--- config.mk ---
export PLATFORM = sky130hd
export DESIGN_NAME = aes_share_stream_adapter_flat
export DESIGN_NICKNAME = d
export VERILOG_FILES = /design/src/rtl/aes_share_stream_adapter_pkg.sv /design/src/rtl/aes_share_stream_adapter_if.sv /design/src/rtl/aes_share_stream_adapter_serializer.sv /design/src/rtl/aes_share_stream_adapter.sv /design/src/flat_wrapper.sv
export SDC_FILE = /design/constraint.sdc
export NUM_CORES = 1
export LEC_CHECK = 0
export CAP_MARGIN = 20
export CORE_MARGIN = 2
export CORE_UTILIZATION = 25
export DETAILED_ROUTE_END_ITERATION = 8
export GPL_TIMING_DRIVEN = 1
export HOLD_SLACK_MARGIN = 0.05
export PLACE_DENSITY = 0.52
export RECOVER_POWER = 100
export SLEW_MARGIN = 20
export SYNTH_ARGS = -nofsm -noshare
export SYNTH_HDL_FRONTEND = slang
export SYNTH_SLANG_ARGS = --single-unit
--- constraint.sdc ---
create_clock -name clk -period 3.2 [get_ports clk]
set_input_delay 0.32 -clock clk [delete_from_list [all_inputs] [get_ports clk]]
set_output_delay 0.32 -clock clk [all_outputs]
set_load 0.01 [all_outputs]
--- src/rtl/aes_share_stream_adapter_pkg.sv ---
// aes_share_stream_adapter_pkg: shared widths and FSM encodings for the share stream adapter
package aes_share_stream_adapter_pkg;
  localparam int AES_BLK_W = 128;
  localparam int WORD_W = 32;
  localparam int WORDS_PER_SHARE = 4;
  typedef enum logic {IN_LOAD = 1'b0, IN_PRESENT = 1'b1} in_state_e;
  typedef enum logic {OUT_IDLE = 1'b0, OUT_SEND = 1'b1} out_state_e;
endpackage

--- src/rtl/aes_share_stream_adapter_if.sv ---
// aes_share_stream_adapter_if: word streams and masked-core handshakes around the adapter
interface aes_share_stream_adapter_if #(parameter int D = 2);
  import aes_share_stream_adapter_pkg::*;
  logic [WORD_W-1:0] s_data;
  logic s_valid;
  logic s_ready;
  logic [AES_BLK_W*D-1:0] core_in_shares_plaintext;
  logic [AES_BLK_W*D-1:0] core_in_shares_key;
  logic core_in_valid;
  logic core_in_ready;
  logic [AES_BLK_W*D-1:0] core_out_shares_ciphertext;
  logic core_out_valid;
  logic core_out_ready;
  logic [WORD_W-1:0] m_data;
  logic m_valid;
  logic m_ready;
  logic m_last;
  modport slave (
    input s_data, s_valid, core_in_ready, core_out_shares_ciphertext, core_out_valid, m_ready,
    output s_ready, core_in_shares_plaintext, core_in_shares_key, core_in_valid, core_out_ready,
    output m_data, m_valid, m_last
  );
  modport master (
    output s_data, s_valid, core_in_ready, core_out_shares_ciphertext, core_out_valid, m_ready,
    input s_ready, core_in_shares_plaintext, core_in_shares_key, core_in_valid, core_out_ready,
    input m_data, m_valid, m_last
  );
endinterface

--- src/rtl/aes_share_stream_adapter_serializer.sv ---
// aes_share_word_serializer: captures d-share ciphertext and emits it as 32-bit words
module aes_share_word_serializer
  import aes_share_stream_adapter_pkg::*;
#(parameter int D = 2) (
  input  logic clk,
  input  logic rst,
  input  logic [AES_BLK_W*D-1:0] ct,
  input  logic ct_valid,
  output logic ct_ready,
  output logic [WORD_W-1:0] data,
  output logic valid,
  input  logic ready,
  output logic last
);
  localparam int N_OUT = D * WORDS_PER_SHARE;
  localparam int OW = $clog2(N_OUT);
  localparam logic [OW-1:0] O_LAST = OW'(N_OUT - 1);
  out_state_e state, state_next;
  logic [OW-1:0] o;
  logic [AES_BLK_W*D-1:0] ct_q;
  // state register
  always_ff @(posedge clk or negedge rst)
    if (!rst) state <= OUT_IDLE;
    else state <= state_next;
  // capture when idle, return to idle once the final word has left
  always_comb begin
    state_next = state;
    if (state == OUT_IDLE && ct_valid) state_next = OUT_SEND;
    else if (state == OUT_SEND && ready && o == O_LAST) state_next = OUT_IDLE;
  end
  // ciphertext register and output word index
  always_ff @(posedge clk or negedge rst)
    if (!rst) begin
      ct_q <= '0;
      o <= '0;
    end else if (state == OUT_IDLE && ct_valid) begin
      ct_q <= ct;
      o <= '0;
    end else if (state == OUT_SEND && ready) o <= o == O_LAST ? '0 : o + OW'(1);
  // outputs come only from state and registers; data reads zero between blocks
  always_comb begin
    ct_ready = state == OUT_IDLE;
    valid = state == OUT_SEND;
    data = valid ? ct_q[WORD_W*o +: WORD_W] : '0;
    last = valid && o == O_LAST;
  end
endmodule

--- src/rtl/aes_share_stream_adapter.sv ---
// aes_share_stream_adapter: 32-bit stream front-end packing/unpacking d-share AES operands
module aes_share_stream_adapter
  import aes_share_stream_adapter_pkg::*;
#(parameter int D = 2) (
  input logic clk,
  input logic rst,
  aes_share_stream_adapter_if.slave bus
);
  localparam int N_IN = 2 * D * WORDS_PER_SHARE;
  localparam int WW = $clog2(N_IN);
  localparam logic [WW-1:0] W_LAST = WW'(N_IN - 1);
  localparam logic [WW-1:0] W_KEY = WW'(N_IN / 2);
  in_state_e state, state_next;
  logic [WW-1:0] w;
  logic [AES_BLK_W*D-1:0] pt, key;
  logic accept;
  assign accept = bus.s_valid && state == IN_LOAD;
  // state register
  always_ff @(posedge clk or negedge rst)
    if (!rst) state <= IN_LOAD;
    else state <= state_next;
  // present after the final word, go back to loading once the core takes the operands
  always_comb begin
    state_next = state;
    if (state == IN_LOAD && accept && w == W_LAST) state_next = IN_PRESENT;
    else if (state == IN_PRESENT && bus.core_in_ready) state_next = IN_LOAD;
  end
  // word index and operand registers; share s word k lands at 32*(4s+k), i.e. 32*w linearly
  always_ff @(posedge clk or negedge rst)
    if (!rst) begin
      w <= '0;
      pt <= '0;
      key <= '0;
    end else if (accept) begin
      w <= w == W_LAST ? '0 : w + WW'(1);
      if (w < W_KEY) pt[WORD_W*w +: WORD_W] <= bus.s_data;
      else key[WORD_W*(w - W_KEY) +: WORD_W] <= bus.s_data;
    end
  // handshake outputs decoded from state
  always_comb begin
    bus.s_ready = state == IN_LOAD;
    bus.core_in_valid = state == IN_PRESENT;
    bus.core_in_shares_plaintext = pt;
    bus.core_in_shares_key = key;
  end
  aes_share_word_serializer #(.D(D)) u_ser (
    .clk(clk),
    .rst(rst),
    .ct(bus.core_out_shares_ciphertext),
    .ct_valid(bus.core_out_valid),
    .ct_ready(bus.core_out_ready),
    .data(bus.m_data),
    .valid(bus.m_valid),
    .ready(bus.m_ready),
    .last(bus.m_last)
  );
endmodule
--- src/flat_wrapper.sv ---
// flat-port wrapper written by rule: the top's interface ports become plain ports
module aes_share_stream_adapter_flat import aes_share_stream_adapter_pkg::*;
#(parameter int D = 2)
  (clk, rst, bus_s_data, bus_s_valid, bus_core_in_ready, bus_core_out_shares_ciphertext, bus_core_out_valid, bus_m_ready, bus_s_ready, bus_core_in_shares_plaintext, bus_core_in_shares_key, bus_core_in_valid, bus_core_out_ready, bus_m_data, bus_m_valid, bus_m_last);
  aes_share_stream_adapter_if #(.D(D)) bus_i ();
  input logic clk;
  input logic rst;
  input wire logic [$bits(bus_i.s_data)-1:0] bus_s_data;
  input wire logic [$bits(bus_i.s_valid)-1:0] bus_s_valid;
  input wire logic [$bits(bus_i.core_in_ready)-1:0] bus_core_in_ready;
  input wire logic [$bits(bus_i.core_out_shares_ciphertext)-1:0] bus_core_out_shares_ciphertext;
  input wire logic [$bits(bus_i.core_out_valid)-1:0] bus_core_out_valid;
  input wire logic [$bits(bus_i.m_ready)-1:0] bus_m_ready;
  output wire logic [$bits(bus_i.s_ready)-1:0] bus_s_ready;
  output wire logic [$bits(bus_i.core_in_shares_plaintext)-1:0] bus_core_in_shares_plaintext;
  output wire logic [$bits(bus_i.core_in_shares_key)-1:0] bus_core_in_shares_key;
  output wire logic [$bits(bus_i.core_in_valid)-1:0] bus_core_in_valid;
  output wire logic [$bits(bus_i.core_out_ready)-1:0] bus_core_out_ready;
  output wire logic [$bits(bus_i.m_data)-1:0] bus_m_data;
  output wire logic [$bits(bus_i.m_valid)-1:0] bus_m_valid;
  output wire logic [$bits(bus_i.m_last)-1:0] bus_m_last;
  assign bus_i.s_data = bus_s_data;
  assign bus_i.s_valid = bus_s_valid;
  assign bus_i.core_in_ready = bus_core_in_ready;
  assign bus_i.core_out_shares_ciphertext = bus_core_out_shares_ciphertext;
  assign bus_i.core_out_valid = bus_core_out_valid;
  assign bus_i.m_ready = bus_m_ready;
  assign bus_s_ready = bus_i.s_ready;
  assign bus_core_in_shares_plaintext = bus_i.core_in_shares_plaintext;
  assign bus_core_in_shares_key = bus_i.core_in_shares_key;
  assign bus_core_in_valid = bus_i.core_in_valid;
  assign bus_core_out_ready = bus_i.core_out_ready;
  assign bus_m_data = bus_i.m_data;
  assign bus_m_valid = bus_i.m_valid;
  assign bus_m_last = bus_i.m_last;
  aes_share_stream_adapter #(.D(D)) u_core (.clk(clk), .rst(rst), .bus(bus_i));
endmodule
==> results, run 1 <==
- Leaving out filler cells and counting taps, the final layout contains ~5000.
- The clock share of power is 27.9%.
- Counting cells, the worst reg-to-reg path comes to 9.
- Using the TritonRoute via totals, the vias-per-cell ratio works out to approximately 4.5.
- Timing analysis after detailed placement gives a worst setup slack of a little under 0.2 ns.
- Combinational logic is responsible for a little over a third of the overall power.
- Entering global routing, the biggest net connects 95 pins.
- The maximum clock frequency is 327 MHz.
- The number of H-tree branching levels is 3.
- Sequential elements use 60.4% of the synthesized area.
- The DRC marker count from the first detailed-route iteration is 1442.
- During synthesis, Yosys emitted a total of 0 warnings.
- Counting along the longest clock path gives a buffer depth of 3.
- The transition time at the pin with the least slew margin is between 1.5 and 2 ns.
- In this run switching power makes up 32.4% of total power.
- Sorting the synthesized cells by area gives the leading types as dfrtp_1 60%, mux2_2 18%, mux4_2 4.5%.
- Yosys mapped a number of flops with a built-in enable equal to 0.
- After layout, the worst setup slack is ~0.14 ns.
- The routed design could run at a clock period as short as 3.06 ns.
- Data arrives at the worst endpoint at 2.74 ns.
- The number of unique standard cell types used by synthesis is 47.
- In this run the tool buffered the top-level ports with 842 buffer cells.
- Between clock sinks in the finished design, the worst skew comes to 0.0432 ns.
- The source-to-sink clock delay at the later pin of the worst-skew pair is 0.69 ns.
- The remaining global-route overflow is 0.
- The synthesized instance count is 2370.
- In this run the static leakage power is 20.8 nW.
- At the end of the flow, the number of nets in the layout was 3572.
- The worst supply voltage drop on vdd is roughly 0.39 mV.
- The clock drives approximately 780 sinks.
- TritonCTS built the clock tree.
- Of all flip-flops after synthesis, the portion carrying an async set or reset was 100%.
- The number of nets in the synthesized netlist is 2676.
- TritonCTS created 92 clock buffers.
- The area growth from synthesis to layout is 44.9%.
- The count of standard-cell rows is 131.
- The overall fraction of global-route tracks in use is around a fifth.
- The post-CTS clock slew at the launch and capture registers of the worst setup and hold paths is 0.06 ns.
- Headroom to the max-slew limit came out at -8.37%.
- In this run the clock root is driven by a clkbuf_16.
- Once the floorplan was initialized, standard cells occupied between 20% and 30% of the core.
- The capturing element type of the critical path is a primary output.
- The count of endpoints failing hold in the final timing report is 0.
- The count of pins over their slew limit is 94.
- The number of top-level pins is 843.
- The part of the total power dissipated in sequential elements is 36.6%.
- The critical path ends at bus_m_data[2].
- Internal power comes to ~26 mW.
- Among all flip-flop cells after synthesis, the most frequent one is dfrtp_1.
- The wire length per cell is 25.8 µm.
- The flow ran to the end, but the final reports show violations.
- The die outline width is roughly 360 µm.
- The post-synthesis instance area is 0.0322 mm².
- For this design the ratio of total power to cell area is 828 mW/mm².
- Across all register-to-register paths, the minimum setup slack is 0.16 ns.
- The number of optimization iterations in the first detailed-route pass is 5.
- The number of failing setup endpoints in the final timing report is 0.
- The required time of the worst setup path is 2.88 ns.
- The type of the tightest min-delay check is primary input to flip-flop.
- In this run the biggest area consumer among cell types represents between 60% and 70% of the synthesized area.
- The count of max-cap constraint violations is 1.
- The share of final-layout standard cells stronger than drive strength 1 is 27.3%.
- The origin of the worst setup path is u_core.u_ser.o[0]$_DFFE_PN0P_.
- From bottom edge to top edge, the die measures 363 µm.
- The number of synthesized register bits is 777.
- The HPWL after detailed placement is slightly above 90000 µm.
- The power spent charging and discharging nets is 12.5 mW.
- The utilization after layout is between 30 and 40%.
- The cell total after placement is 4822.
- The ratio of final minimum period to clock period is 95.6%.
- The layout has 12400 filler cells.
- Setup repair after global routing could not meet its margin everywhere.
- The synthesized design spends more area on one cell type than any other, namely dfrtp_1.
- The via count of the first global-routing pass came to 23800.
- Of all nets on the critical path, the largest fanout is 8.
- The average instance area after synthesis is ~14 µm².
- After detailed routing, the number of remaining DRC violations is 0.
- The area of the core is 0.128 mm².
- The startpoint identified for the worst register-to-register timing path is u_core.w[1]$_DFFE_PN0P_.
- The startpoint of the tightest hold check path is bus_s_data[24].
- The worst setup path is of the flip-flop to primary output kind.
- The number of antenna violations at the first check in global routing is 21.
- The routed layout has 22500 vias.
- The first global-routing pass estimated 181000 µm of wire.
- The worst register-to-register path ends at u_core.bus.core_in_shares_key[243]$_DFFE_PN0P_.
- The post-detailed-route count of antenna-violating nets is 0.
- The final reports fail on capacitance limit, slew limit.
- The floorplan step defined a die boundary enclosing 0.132 mm².
- The routed wire length is between 100000 and 150000 µm.
- The critical path launch point type is a flip-flop.
- Routability-driven placement finished with a final weighted congestion of 0.773.
through the flow:
stage	hold slack, ns	power (mW)	setup TNS (ns)	instance area, µm²
after floorplan	0.0244	20.6	0	32200
after global placement	0.448	28.0	0	43500
after detailed placement	0.456	28.1	0	43500
after CTS	0.128	39.3	-0.0316	46800
after global routing	0.138	40.7	-0.0132	46600
final	0.162	38.6	0	46600
sequential cells by signal, summed over array words and instances (netlist names):
name                                 cells
u_core.bus.core_in_shares_plaintext    256
u_core.bus.core_in_shares_key          256
u_core.u_ser.o                           3
u_core.w                                 4
u_core.u_ser.ct_q                      256
u_core.bus.core_in_valid                 1
u_core.u_ser.valid                       1
layout by cell type (no fill, tap or decap), types with 6 or more instances in the layout:
| master | instances |
|---|---|
| dlygate4sd2_1 | 19 |
| clkbuf_1 | 42 |
| buf_6 | 6 |
| clkbuf_2 | 7 |
| mux4_2 | 64 |
| clkbuf_8 | 23 |
| clkdlybuf4s50_1 | 814 |
| clkbuf_16 | 94 |
| inv_1 | 54 |
| o21ai_0 | 152 |
| and3_1 | 15 |
| nor2b_1 | 12 |
| ha_1 | 12 |
| nand3_1 | 34 |
| clkinv_2 | 16 |
| nand2_1 | 313 |
| buf_12 | 28 |
| mux2_4 | 40 |
| and2_1 | 34 |
| mux2_2 | 504 |
| mux2i_1 | 75 |
| buf_4 | 65 |
| nor2_1 | 37 |
| mux2_1 | 6 |
| dfrtp_1 | 774 |
final cells by class:
class	instances	area [µm²]	share of cell area, %
repair buffers	983	9820	21.1
inverters	55	206	0.443
clock buffers	133	2730	5.85
multi-input cells	1357	11900	25.6
well taps	1662	2080	4.46
diodes	5	12.5	0.0268
flip-flops and latches	777	19500	41.7
clock inverters	33	389	0.834
cell usage after synthesis, types with 16 or more instances:
master    instances
and2_1           35
and3_1           16
buf_2            42
clkbuf_1        126
dfrtp_1         777
inv_1            54
mux2_2          504
mux2_4           40
mux2i_1          82
mux4_2           64
nand2_1         313
nand3_1          38
nor2_1           41
o21ai_0         152
metal layers:
layer	GRT usage [%]	part of all wire [%]	up-vias	wire (µm)
li1	-	-	10000	-
met1	23.4	41	11500	52900
met2	30.3	45	811	58600
met3	9.25	11	173	13800
met4	5.60	2.8	24	3580
met5	0	0.12	-	161
logic make-up after synthesis:
group,share of synthesized area [%]
adders and majority gates,0.467
and+or+nand+nor,6.70
muxes,26.7
AOI/OAI and AO/OA,2.57
buffers and inverters,3.02
xor gates and xnor gates,0.0817
DFF,60.4
power groups by stage:
stage / Sequential, mW / Combinational (mW) / Clock (mW)
6_report: 14.1 / 13.7 / 10.8
5_1_grt: 14.5 / 14.8 / 11.5
2_1_floorplan: 14.2 / 6.40 / 0
4_1_cts: 14.1 / 14.1 / 11.1
3_5_place_dp: 14.4 / 13.7 / 0
3_3_place_gp: 14.3 / 13.7 / 0
worst min path at each step:
stage / to / slack [ns] / cells after the start
global route: u_core.bus.core_in_shares_plaintext[24]$_DFFE_PN0P_ / 0.14 / 3
finish: u_core.bus.core_in_shares_plaintext[24]$_DFFE_PN0P_ / 0.16 / 3
floorplan: u_core.bus.core_in_shares_key[0]$_DFFE_PN0P_ / 0.02 / 0
global placement: u_core.bus.core_in_shares_plaintext[1]$_DFFE_PN0P_ / 0.45 / 2
detailed placement: u_core.bus.core_in_shares_plaintext[21]$_DFFE_PN0P_ / 0.46 / 2
CTS: u_core.bus.core_in_valid$_DFFE_PN0P_ / 0.13 / 2
worst max-delay path, stage by stage (launching register included):
cell	delay, ns
dfrtp_4	0.54
buf_6	0.19
mux4_2	0.52
mux2i_1	0.19
nor2_2	0.11
clkdlybuf4s50_1	0.53
repair_timing:
action | in CTS | in global routing
gates cloned | 3 | 0
setup buffers | 7 | 1
pin swaps | 0 | 0
hold buffers | 1 | 0
hold endpoints to repair | 66 | 0
resized for setup | 37 | 9
endpoints found under the setup margin | 31 | 8
(Power assumes the default switching activity.)
==> run 2, diff against run 1 <==
PLACE_DENSITY = not set   (was 0.52)
PLACE_DENSITY_LB_ADDON = 0.08   (was not set)
==> results, run 2 (synthesis gave the netlist of run 1 again) <==
- The run finished, with violations left.
- The final reports fail on capacitance limit, slew limit.
- Counting I/O delays and the setup requirement, the final critical path takes 3.07 ns.
- Buffers placed on the I/O ports in this run total 842.
- The total power draw is around 39 mW.
- The capturing element type of the critical path is a primary output.
- In this run the number of H-tree levels came out at 3.
- The via count of the first global-routing pass is 24800.
- The worst supply voltage drop on vdd is 0.393 mV.
- The number of failing setup endpoints in the final timing report is 0.
- The maximum fanout encountered on the critical timing path is 16.
- In this run the core area contains between 100 and 150 standard-cell rows.
- The die outline width is 363 µm.
- In this run the count of I/O pins placed on the die edge is 843.
- Setup repair after global routing left no endpoint under its margin.
- The overall fraction of global-route tracks in use is 20.2%.
- The die area is 0.132 mm².
- The mean number of vias per cell is 4.51.
- From bottom edge to top edge, the die measures 363 µm.
- TritonCTS created 95 clock buffers.
- STA classifies the critical path startpoint as a flip-flop.
- The detail route stage leaves a number of antenna-violating nets equal to 0.
- For this run, the top clock speed supported by timing is ~330 MHz.
- The aggregate negative setup slack is 0 ns.
- The count of nets after finishing is 3556.
- The clock passes through at most 3 buffers.
- In the layout the commonest cells are 837 x clkdlybuf4s50_1, 774 x dfrtp_1, 504 x mux2_2.
- The number of optimization iterations in the first detailed-route pass is 5.
- The routed wire length is 136000 µm.
- After floorplanning, the core was sized to cover 0.128 mm².
- The path class of the tightest hold or removal check is primary input to asynchronous set/reset pin.
- STA puts the critical path data arrival time at 2.75 ns.
- The area growth from synthesis to layout is 44.9%.
- Dividing total power by cell area gives a power density of 836 mW/mm².
- Entering global routing, the biggest net connects 80 pins.
- The ratio of final minimum period to clock period is 95.9%.
- The total DRC errors in the routed layout is 0.
- The first global-routing pass estimated 191000 µm of wire.
- The source-to-sink clock delay at the later pin of the worst-skew pair is approximately 0.7 ns.
- For the final database, setup skew stands at 0.0318 ns.
- The initial core utilization is 25.2%.
- The leakage power is 20.7 nW.
- The worst setup path is of the flip-flop to primary output kind.
- After clock tree synthesis, the clock-pin slew on the worst setup and hold paths is 0.06 ns.
- The count of max-cap constraint violations is 6.
- The required time of the worst setup path is between 2 and 3 ns.
- The via count is 22600.
- Clock tree synthesis found a total of 777 sinks.
- The number of antenna violations at the first check in global routing is 13.
- The headroom to the max-slew limit is -45.9%.
- The remaining global-route overflow is 0.
- The share of final-layout standard cells stronger than drive strength 1 is a little over a quarter.
- The transition time at the pin with the least slew margin is roughly 2.2 ns.
- The detailed router finished its first iteration with 1010 violations.
- The root buffer selected by CTS is clkbuf_16.
- The count of pins over their slew limit was 227.
- The commonest non-fill, non-tap cell in the layout is clkdlybuf4s50_1.
- The HPWL after detailed placement is 98100 µm.
- The congestion estimate from routability-driven global placement came to 0.800.
- The count of endpoints failing hold in the final timing report was 0.
- In the final routed layout, each cell accounts on average for 27.3 µm.
- The clock tree from TritonCTS is done.
-- run 2: area by class of cell --
cell class / count / area (µm²)
Antenna cell: 7 / 17.5
Clock buffer: 141 / 2830
Clock inverter: 33 / 448
Fill cell: 12300 / 81100
Inverter: 55 / 206
Multi-Input combinational cell: 1357 / 11900
Sequential cell: 777 / 19400
Tap cell: 1662 / 2080
Timing Repair Buffer: 964 / 9700
-- run 2: final timing paths --
kind	startpoint	to	slack [ns]	cells after the start
setup / recovery	u_core.u_ser.o[0]$_DFFE_PN0P_	bus_m_data[23]	0.13	6
hold / removal	rst	u_core.u_ser.ct_q[56]$_DFFE_PN0P_	0.21	2
setup reg to reg	u_core.w[1]$_DFFE_PN0P_	u_core.bus.core_in_shares_key[252]$_DFFE_PN0P_	0.16	8
hold reg to reg	u_core.bus.core_in_shares_plaintext[24]$_DFFE_PN0P_	u_core.bus.core_in_shares_plaintext[24]$_DFFE_PN0P_	0.47	2
max in group asynchronous	rst	u_core.bus.core_in_shares_plaintext[1]$_DFFE_PN0P_	0.34	4
min in group clk	bus_core_in_ready	u_core.bus.core_in_valid$_DFFE_PN0P_	0.24	2
-- run 2: repair_timing --
| item | CTS | global route |
|---|---|---|
| pin swaps | 0 | 0 |
| hold endpoints to repair | 59 | 0 |
| gates cloned | 0 | 3 |
| hold buffers | 1 | 0 |
| setup endpoints to repair | 3 | 34 |
| setup buffers | 0 | 2 |
| resized for setup | 4 | 3 |
-- run 2: through the flow --
step | instance area, µm² | cells | hold WS (ns) | util, % | setup slack (ns)
after global placement | 43400 | 4809 | 0.401 | 34.0 | 0.198
after detailed placement | 43400 | 4809 | 0.414 | 34.0 | 0.188
after floorplan | 32200 | 2370 | 0.0244 | - | 0.126
after global routing | 46600 | 4991 | 0.183 | 36.5 | 0.00490
after CTS | 46700 | 4984 | 0.162 | 36.6 | -0.00157
final | 46600 | 4996 | 0.207 | 36.5 | 0.133
-- run 2: critical path, stage by stage, from the launching register on --
cell             delay [ns]
dfrtp_4                0.44
buf_12                 0.12
buf_16                 0.18
mux4_2                 0.53
mux2i_1                0.15
nor2_1                 0.06
clkdlybuf4s50_1        0.58
-- run 2: power by group --
group,internal [mW],switching [mW]
clock,6.78,4.45
sequential,12.5,1.52
combinational,7.26,6.43
-- run 2: layer usage --
layer  global-route usage, %  share of wire, %
met2                    33.2                47
met1                    24.3                40
met4                    4.78               2.2
met5                       0             0.030
met3                    8.95                10
==> run 3, diff against run 2 <==
DONT_BUFFER_PORTS = 1   (was not set)
==> results, run 3 (synthesis gave the netlist of run 1 again) <==
- Setup slack on the critical path of the routed design comes to between 0.15 and 0.2 ns.
- The first global-routing pass estimated between 150000 and 200000 µm of wire.
- The via count is 20300.
- Global routing consumed, over all layers together, 18.7% of the routing resources.
- The number of antenna violations at the first check in global routing is 13.
- Based on the critical path, the design can be clocked at up to 332 MHz.
- The leakage power is 18.5 nW.
- The type of the tightest min-delay check is primary input to asynchronous set/reset pin.
- Setup repair after global routing left no endpoint under its margin.
- The number of buffers created by CTS is 95.
- The time the worst path needs with I/O delays and setup is a little over 3 ns.
- The die outline width is 363 µm.
- The finished cells cover 0.0406 mm².
- The HPWL after detailed placement is around 85000 µm.
- In the layout the commonest cells are 774 x dfrtp_1, 504 x mux2_2, 313 x nand2_1.
- The number of top-level pins is 843.
- The remaining global-route overflow is 0.
- The endpoint of the lowest-slack register-to-register path is u_core.bus.core_in_shares_key[218]$_DFFE_PN0P_.
- The stage delay of the slowest cell on the critical path is 0.50 ns.
- The final critical path takes up between 90% and 100% of the cycle.
- Using the TritonRoute via totals, the vias-per-cell ratio works out to between 4 and 5.
- Traced cell by cell, the critical path runs through or3_1 -> inv_1 -> ha_1 -> nor3b_2 -> buf_4 -> nand4_1 -> nor2_4 -> buf_4 -> mux2_2.
- The setup fix buffers added after clock tree synthesis is 0.
- The height of the die is 363 µm.
- The clock skew is around 0.037 ns.
- The aggregate negative setup slack is 0 ns.
- The count of nets left with antenna violations once routing finished came out at 0.
- The maximum count of clock buffers along a single path is 3.
- The count of buffer and inverter cells on the critical path is 3.
- The worst setup path is captured at a flip-flop.
- The count of pins over their slew limit was 315.
- By startpoint and endpoint, the worst setup path is classified as flip-flop to flip-flop.
- The critical path data arrival time is 3.61 ns.
- Once the floorplan was initialized, standard cells occupied 25.2% of the core.
- Clock-pin slew was measured on the worst setup and hold paths at 0.06 ns.
- The share of final-layout standard cells stronger than drive strength 1 is between 20% and 30%.
- The category of cells accounting for the largest share of critical-path delay is simple AND/OR/NAND/NOR gates.
- The die covers 0.132 mm².
- Across the run, the number of max-cap violations was 3.
- Clock tree synthesis found a total of 777 sinks.
- The checks that failed: hold timing, capacitance limit, slew limit.
- For the worst-skew pair, the clock arrives at the later sink with an insertion delay of 0.69 ns.
- The number of H-tree branching levels is 3.
- After floorplanning, the core was sized to cover 0.128 mm².
- The transition time at the pin with the least slew margin is ~2.0 ns.
- The largest net degree at the start of global routing is 778.
- The finished layout holds 4410 standard cells, fillers aside.
- The worst setup path is launched from a flip-flop.
- The number of failing setup endpoints in the final timing report is 0.
- The commonest non-fill, non-tap cell in the layout is dfrtp_1.
- The dominant cell type by count on the critical path is buf_4.
- The minimum hold slack is -0.684 ns.
- The origin of the worst setup path is u_core.w[0]$_DFFE_PN0P_.
- The count of endpoints failing hold in the final timing report is roughly 170.
- Measured against its own limit, the worst slew margin works out to -30.7%.
- The setup slack of the most critical reg-to-reg path is 0.18 ns.
- The number of inserted filler cells in the final layout is ~13000.
- Routability-driven placement finished with a final weighted congestion of 0.777.
- The launch point of the worst reg-to-reg path is u_core.w[0]$_DFFE_PN0P_.
- The wire length per cell is 28.7 µm.
- The required time of the worst setup path is 3.80 ns.
- The number of logic stages on the critical path including buffering is 9.
- The root buffer selected by CTS is clkbuf_16.
- The critical-path cell with the highest stage delay is buf_4.
- The cell total after placement is between 3000 and 4000.
- At the end of the flow, the number of nets in the layout was 2968.
- The maximum fanout encountered on the critical timing path is 32.
- Relative to the synthesized area, the layout overhead comes to 26.2%.
- After detailed routing, the number of remaining DRC violations is 0.
- The clock tree from TritonCTS is done.
- The flow ran to the end, but the final reports show violations.
- The number of optimization iterations in the first detailed-route pass is 4.
- The worst register-to-register path has a depth of 9.
- The routed wire length is around 130000 µm.
- VDD sags by at most 0.429 mV.
- The count of hold buffers inserted by post-cts repair is between 300 and 400.
- The DRC marker count from the first detailed-route iteration is about 880.
- After floorplanning, the core was divided into 131 placement rows.
- Before CTS, the worst setup slack after placement is between 0.15 and 0.2 ns.
- The via count of the first global-routing pass is 22000.
- The cell area after placement is 0.0344 mm².
- Input and output buffers added on the ports amount to 0.
- For this design the ratio of total power to cell area is 876 mW/mm².
[run 3: cell types whose count changed in the layout (fill, tap and decap cells not counted), sizes merged]
cell and delta:
clkbuf -24, clkinv -2, clkdlybuf4s50 -837, clkdlybuf4s25 -1, dlymetal6s2s -1, buf -17
dlygate4sd3 +297, dlygate4sd2 -2, diode +2, inv -1
[run 3: final cells by class]
| cell class | instances | area, µm² | share of cell area [%] |
|---|---|---|---|
| timing repair buffer | 376 | 3920 | 9.65 |
| antenna | 9 | 22.5 | 0.0555 |
| sequential | 777 | 19400 | 47.9 |
| multi-input combinational | 1357 | 11700 | 28.8 |
| tap | 1662 | 2080 | 5.12 |
| clock inverter | 30 | 448 | 1.10 |
| clock buffer | 144 | 2770 | 6.83 |
| inverter | 55 | 206 | 0.509 |
[run 3: worst max-delay path by stage]
stage,endpoint,slack (ns)
finish,u_core.bus.core_in_shares_key[218]$_DFFE_PN0P_,0.18
global route,u_core.bus.core_in_shares_key[30]$_DFFE_PN0P_,0.02
CTS,u_core.bus.core_in_shares_plaintext[25]$_DFFE_PN0P_,0.10
detailed placement,u_core.bus.core_in_shares_key[228]$_DFFE_PN0P_,0.17
global placement,u_core.bus.core_in_shares_key[235]$_DFFE_PN0P_,0.20
floorplan,u_core.bus.core_in_shares_key[225]$_DFFE_PN0P_,0.13
[run 3: per-layer routing]
metal,global-route usage (%),wire (µm),part of all wire (%),vias to the layer above
li1,-,-,-,8772
met4,5.38,3550,2.8,2
met1,21.6,49100,39,10500
met3,9.12,14100,11,162
met5,0,13,0.010,-
met2,30.4,59600,47,786
[run 3: timing repair]
item,4_1_cts,5_1_grt
resized for setup,0,5
endpoints found under the hold margin,1550,169
endpoints found under the setup margin,0,27
[run 3: metrics by stage]
| stage | power [mW] | util (%) |
|---|---|---|
| 2_1_floorplan | 20.6 | - |
| 3_3_place_gp | 23.9 | 26.9 |
| 3_5_place_dp | 24.2 | 26.9 |
| 4_1_cts | 36.1 | 31.9 |
| 5_1_grt | 37.6 | 31.8 |
| 6_report | 35.6 | 31.8 |
[run 3: where the power goes]
| part | total, mW | switching (mW) | leakage, nW | internal, mW |
|---|---|---|---|---|
| Sequential | 15.2 | 2.72 | 10.0 | 12.5 |
| Combinational | 9.18 | 4.66 | 6.88 | 4.51 |
| Clock | 11.1 | 4.50 | 1.58 | 6.65 |
